### src/rtl/spi_slave_responder.sv
// Mode-0 SPI slave with oversampled SCLK/MOSI/SS_n, a TX holding register and an RX byte strobe.
// Define SPIS_LSB_FIRST_EN to shift LSB first on both MOSI and MISO; the default is MSB first.
module spi_slave_responder #(
    parameter int                DATA_W      = 8,
    parameter int                SYNC_STAGES = 2,
    parameter logic [DATA_W-1:0] IDLE_FILL   = '0
) (
    input  logic              CLOCK_50,
    input  logic              reset,
    input  logic              spi_SCLK,
    input  logic              spi_MOSI,
    input  logic              spi_SS_n,
    output logic              spi_MISO,
    output logic              spi_MISO_oe,
    input  logic [DATA_W-1:0] tx_data,
    input  logic              tx_valid,
    output logic              tx_ready,
    output logic [DATA_W-1:0] rx_data,
    output logic              rx_valid,
    output logic              tx_underrun,
    output logic              busy
);

    localparam int CNT_W    = $clog2(DATA_W) + 1;
    localparam int SETTLE_W = $clog2(SYNC_STAGES + 2);
    localparam logic [SETTLE_W-1:0] SETTLE_MAX = SETTLE_W'(SYNC_STAGES + 1);
    localparam logic [CNT_W-1:0]    LAST_BIT   = CNT_W'(DATA_W - 1);

    localparam logic [1:0] ST_IDLE  = 2'd0;
    localparam logic [1:0] ST_LOAD  = 2'd1;
    localparam logic [1:0] ST_SHIFT = 2'd2;

    logic [SYNC_STAGES-1:0] sclk_sync, mosi_sync, ss_sync;
    logic                   sclk_prev, ss_prev;
    logic                   sclk_s, mosi_s, ss_s;
    logic                   sclk_rise, sclk_fall, ss_fall;
    logic [SETTLE_W-1:0]    settle_cnt;
    logic                   ss_armed;

    logic [1:0]        state;
    logic [CNT_W-1:0]  bitcnt;
    logic              reload;
    logic [DATA_W-1:0] tx_sr, rx_sr, rx_next, tx_shifted, load_word;
    logic [DATA_W-1:0] hold_data;
    logic              hold_full;
    logic              load_now, tx_write, miso_bit;

    always_ff @(posedge CLOCK_50 or posedge reset) begin
        if (reset) begin
            sclk_sync <= '0;
            mosi_sync <= '0;
            ss_sync   <= '1;
            sclk_prev <= 1'b0;
            ss_prev   <= 1'b1;
        end else begin
            sclk_sync <= {sclk_sync[SYNC_STAGES-2:0], spi_SCLK};
            mosi_sync <= {mosi_sync[SYNC_STAGES-2:0], spi_MOSI};
            ss_sync   <= {ss_sync[SYNC_STAGES-2:0], spi_SS_n};
            sclk_prev <= sclk_s;
            ss_prev   <= ss_s;
        end
    end

    // The preset SS_n=1 would otherwise fake a falling edge when reset is released
    // mid-frame, so a frame may start only after a genuine high level has been seen.
    always_ff @(posedge CLOCK_50 or posedge reset) begin
        if (reset) begin
            settle_cnt <= '0;
            ss_armed   <= 1'b0;
        end else if (settle_cnt != SETTLE_MAX) begin
            settle_cnt <= settle_cnt + 1'b1;
        end else if (ss_s) begin
            ss_armed <= 1'b1;
        end
    end

    assign sclk_s    = sclk_sync[SYNC_STAGES-1];
    assign mosi_s    = mosi_sync[SYNC_STAGES-1];
    assign ss_s      = ss_sync[SYNC_STAGES-1];
    assign sclk_rise = sclk_s & ~sclk_prev;
    assign sclk_fall = ~sclk_s & sclk_prev;
    assign ss_fall   = ss_prev & ~ss_s & ss_armed;

`ifdef SPIS_LSB_FIRST_EN
    assign rx_next    = {mosi_s, rx_sr[DATA_W-1:1]};
    assign tx_shifted = {1'b0, tx_sr[DATA_W-1:1]};
    assign miso_bit   = tx_sr[0];
`else
    assign rx_next    = {rx_sr[DATA_W-2:0], mosi_s};
    assign tx_shifted = {tx_sr[DATA_W-2:0], 1'b0};
    assign miso_bit   = tx_sr[DATA_W-1];
`endif

    // A load frees the holding register in the same cycle, so a concurrent write is accepted.
    assign load_now  = ~ss_s & ((state == ST_LOAD) |
                                ((state == ST_SHIFT) & sclk_fall & reload));
    assign tx_ready  = ~hold_full | load_now;
    assign tx_write  = tx_valid & tx_ready;
    assign load_word = hold_full ? hold_data : IDLE_FILL;

    always_ff @(posedge CLOCK_50 or posedge reset) begin
        if (reset) begin
            hold_data <= '0;
            hold_full <= 1'b0;
        end else begin
            if (tx_write) begin
                hold_data <= tx_data;
            end
            if (load_now) begin
                hold_full <= tx_write;
            end else if (tx_write) begin
                hold_full <= 1'b1;
            end
        end
    end

    always_ff @(posedge CLOCK_50 or posedge reset) begin
        if (reset) begin
            state       <= ST_IDLE;
            bitcnt      <= '0;
            reload      <= 1'b0;
            tx_sr       <= '0;
            rx_sr       <= '0;
            rx_data     <= '0;
            rx_valid    <= 1'b0;
            tx_underrun <= 1'b0;
        end else begin
            rx_valid    <= 1'b0;
            tx_underrun <= load_now & ~hold_full;
            case (state)
                ST_IDLE: begin
                    bitcnt <= '0;
                    reload <= 1'b0;
                    if (ss_fall) begin
                        state <= ST_LOAD;
                    end
                end
                ST_LOAD: begin
                    if (ss_s) begin
                        state <= ST_IDLE;
                    end else begin
                        tx_sr  <= load_word;
                        rx_sr  <= '0;
                        bitcnt <= '0;
                        reload <= 1'b0;
                        state  <= ST_SHIFT;
                    end
                end
                ST_SHIFT: begin
                    if (ss_s) begin
                        state  <= ST_IDLE;
                        bitcnt <= '0;
                        reload <= 1'b0;
                    end else if (sclk_rise) begin
                        rx_sr <= rx_next;
                        if (bitcnt == LAST_BIT) begin
                            rx_data  <= rx_next;
                            rx_valid <= 1'b1;
                            bitcnt   <= '0;
                            reload   <= 1'b1;
                        end else begin
                            bitcnt <= bitcnt + 1'b1;
                        end
                    end else if (sclk_fall) begin
                        if (reload) begin
                            tx_sr  <= load_word;
                            reload <= 1'b0;
                        end else begin
                            tx_sr <= tx_shifted;
                        end
                    end
                end
                default: state <= ST_IDLE;
            endcase
        end
    end

    assign busy        = (state != ST_IDLE);
    assign spi_MISO_oe = busy;
    assign spi_MISO    = busy & miso_bit;

endmodule

### config.mk
export PLATFORM = sky130hd
export DESIGN_NAME = spi_slave_responder
export DESIGN_NICKNAME = d
export VERILOG_FILES = /design/src/rtl/spi_slave_responder.sv
export SDC_FILE = /design/constraint.sdc
export NUM_CORES = 1
export LEC_CHECK = 0
export CORE_MARGIN = 10
export CORE_UTILIZATION = 58
export DETAILED_ROUTE_END_ITERATION = 7
export PLACE_DENSITY = 0.83
export SKIP_LAST_GASP = 1
export SLEW_MARGIN = 25
export SYNTH_ARGS = -nofsm -noshare
export SYNTH_HDL_FRONTEND = slang
export SYNTH_SLANG_ARGS = --single-unit
### constraint.sdc
create_clock -name CLOCK_50 -period 2.95 [get_ports CLOCK_50]
set_input_delay 0.885 -clock CLOCK_50 [delete_from_list [all_inputs] [get_ports CLOCK_50]]
set_output_delay 0.885 -clock CLOCK_50 [all_outputs]
set_load 0.02 [all_outputs]
==> flow_metrics.tcl <==
set metrics [dict create \
    cts-root-buf "clkbuf_8" \
    drt_iter0_markers 192 \
    portBuffers 27 \
    cp_cell_sequence "or3b_4 > o221ai_2 > dlygate4sd2_1" \
    gr-total-overflow 0 \
    syn-cell-area_um2 2140 \
    maxSlewViolCount 0 \
    hp-start "sclk_sync[0]$_DFF_PP0_" \
    ir_worst_vdd_v 0.000488 \
    rsz0062_at_grt "no" \
    dieArea_um2 6530 \
    grt_util_met3_pct 4.97 \
    yosysUniqueCellTypes 38 \
    skew_ns 0.00308 \
    period_needed_ns 2.79 \
    wire_per_inst_um 16.2 \
    layoutNonFillerInstCount 259 \
    die_w_um 80.8 \
    synth-main-ff-cell "dfrtp_1" \
    grt_use_met2_pct 21.8 \
    hold_path.class "reg2reg" \
    cpLargestDelayFamily "flip-flops" \
    cp-end-kind "primary output" \
    cp.required_ns 2.07 \
    p_leak_nw 1.16 \
    dp_cells 251 \
    dieHeight_um 80.8 \
    dp_hpwl_mm 3.08 \
    ys_warn_count 0 \
    worstSetupPathType "reg2out" \
    hold_viol 0 \
    synth_edf_count 0 \
    cts_buffers 5 \
    r2r_slack_ns 1.07 \
    layout-drive-gt1-share_pct 19.0 \
    mostFrequentLayoutCell "dfrtp_1" \
    r2r_cells 4 \
    avgSynthCellArea_um2 11.8 \
    post-route-util_pct 72.4 \
    place.gp.congestion 0.810 \
    p_per_area_nw_per_um2 662 \
    wl_mm 4.19 \
    tightest_slew_ns 0.783 \
    cp_slowest_cell "dfrtp_1" \
    arrival_ns 1.90 \
    ant_nets 0 \
    hold_path_end "sclk_sync[1]$_DFF_PP0_" \
    tritoncts "done" \
    grt_antenna_before_repair 0 \
    ctsHoldBuffers 0 \
    worstReg2RegEnd "rx_data[3]$_DFFE_PP0P_" \
    syn_to_final_growth_pct 21.8 \
    ctsResizeCount 1 \
    start_util_pct 59.5 \
    grt_usage_pct 14.4 \
    synthesis.nets 198 \
    ios 28 \
    crit_fanout 11 \
    avgViaCountPerCell 5.67 \
    core.rowCount 22 \
    cts_setup_buffers 0 \
    regToRegStartpoint "state[1]$_DFFE_PP0P_" \
    clockBufferDepth 2 \
    cts_sinks 52 \
    setup_viol 0 \
    finalCritPeriodShare_pct 94.5 \
    start_kind "flop" \
    whs_path_depth 0 \
    grt_max_degree 27 \
    nFillCells 250 \
    drv_cap 0 \
    ys_ff_latch 52 \
    fp.coreArea_um2 3610 \
    grt_pass1_vias 1466 \
    layout.nets 226 \
    max_stage_delay_ns 0.51 \
    diodes 0 \
    vias 1469 \
    slew-limit-headroom_pct 47.7 \
    fmax_mhz 359 \
    busiest_layer "met2" \
    grt_pass1_wl_mm 7.29 \
    drcViolationCount 0 \
    whs_ns 0.357 \
    path_clk_slew_ns 0.09 \
    path_buf_inv 1 \
    htreeDepth 2 \
    final_cell_mix "dfrtp_1 (49), clkdlybuf4s50_1 (26), nand2_1 (23)" \
    synth-seq-area-share_pct 60.9 \
    grtUsageMet1_pct 19.0 \
    synthCells 182 \
    status "finished clean" \
    clk_latency_ns 0.30 \
    async_reset_ff_share_pct 100 \
    tns_ns 0 \
    dr.pass1.iters 4 \
]
## where the power goes
part / switching (mW) / leakage, nW / internal (mW)
clock: 0.229 / 0.0784 / 0.424
sequential: 0.0630 / 0.646 / 0.807
combinational: 0.0988 / 0.431 / 0.107
## stage by stage
stage | power (mW) | area [um^2] | setup WS [ns]
2_1_floorplan | 1.01 | 2140 | 0.812
5_1_grt | 1.80 | 2610 | 0.0431
3_5_place_dp | 1.09 | 2450 | 0.211
4_1_cts | 1.74 | 2610 | 0.162
6_report | 1.73 | 2610 | 0.161
3_3_place_gp | 1.08 | 2450 | 0.263
## logic make-up (layout without fill, tap and decap cells)
logic type,count (synthesis),in the layout,share of synthesized area (%)
AOI/OAI and AO/OA,33,33,10.1
xor gates and xnor gates,1,1,0.408
adders and majority gates,2,2,1.17
buffers and inverters,12,41,2.39
DFF,52,52,60.9
muxes,17,17,8.93
and+or+nand+nor,65,65,16.2
## per-layer routing
metal / up-vias / wire length [um]
met1: 725 / 1800
met2: 57 / 2040
met5: - / 0
met4: 0 / 51
met3: 6 / 307
li1: 681 / -
## synth_stat cells, types with 2 or more instances
cell type | number | share of area (%)
nor2_1 | 11 | 1.9
o21ai_0 | 12 | 2.8
nand2_1 | 23 | 4.0
nor3_1 | 3 | 0.70
a22o_1 | 3 | 1.2
a31oi_1 | 9 | 2.6
dfrtp_1 | 49 | 57
nand3_1 | 8 | 1.9
inv_1 | 4 | 0.70
nand2b_1 | 3 | 0.88
dfstp_2 | 3 | 3.7
nor2b_1 | 4 | 1.2
buf_2 | 2 | 0.47
a21o_1 | 2 | 0.70
a21oi_1 | 2 | 0.47
mux2_2 | 17 | 8.9
clkbuf_1 | 5 | 0.88
ha_1 | 2 | 1.2
## how the worst max path moves through the flow
stage                                    start                    end  slack [ns]  depth (start not counted)
after global placement    state[1]$_DFFE_PP0P_               tx_ready        0.26                          3
after global routing      state[1]$_DFFE_PP0P_               tx_ready        0.04                          3
after CTS                 state[1]$_DFFE_PP0P_               tx_ready        0.16                          3
after detailed placement  state[1]$_DFFE_PP0P_               tx_ready        0.21                          3
final                     state[1]$_DFFE_PP0P_               tx_ready        0.16                          3
after floorplan                          reset  bitcnt[0]$_DFFE_PP0P_        0.81                          1
## cell type report
type	count	area [um^2]	area share, %
Multi-Input combinational cell	118	788	30.2
Clock inverter	3	90.1	3.45
Timing Repair Buffer	29	284	10.9
Clock buffer	5	68.8	2.64
Sequential cell	52	1310	50.0
Tap cell	48	60.1	2.30
Inverter	4	15.0	0.575
## sequential cells by signal, summed over array words and instances, names as in the netlist
register     cells
hold_data        8
rx_data          8
tx_sr            8
rx_sr            7
bitcnt           4
mosi_sync        2
sclk_sync        2
settle_cnt       2
ss_sync          2
state            2
hold_full        1
reload           1
rx_valid         1
sclk_prev        1
ss_armed         1
ss_prev          1
tx_underrun      1
No activity file was read; power rests on OpenSTA's default activity.
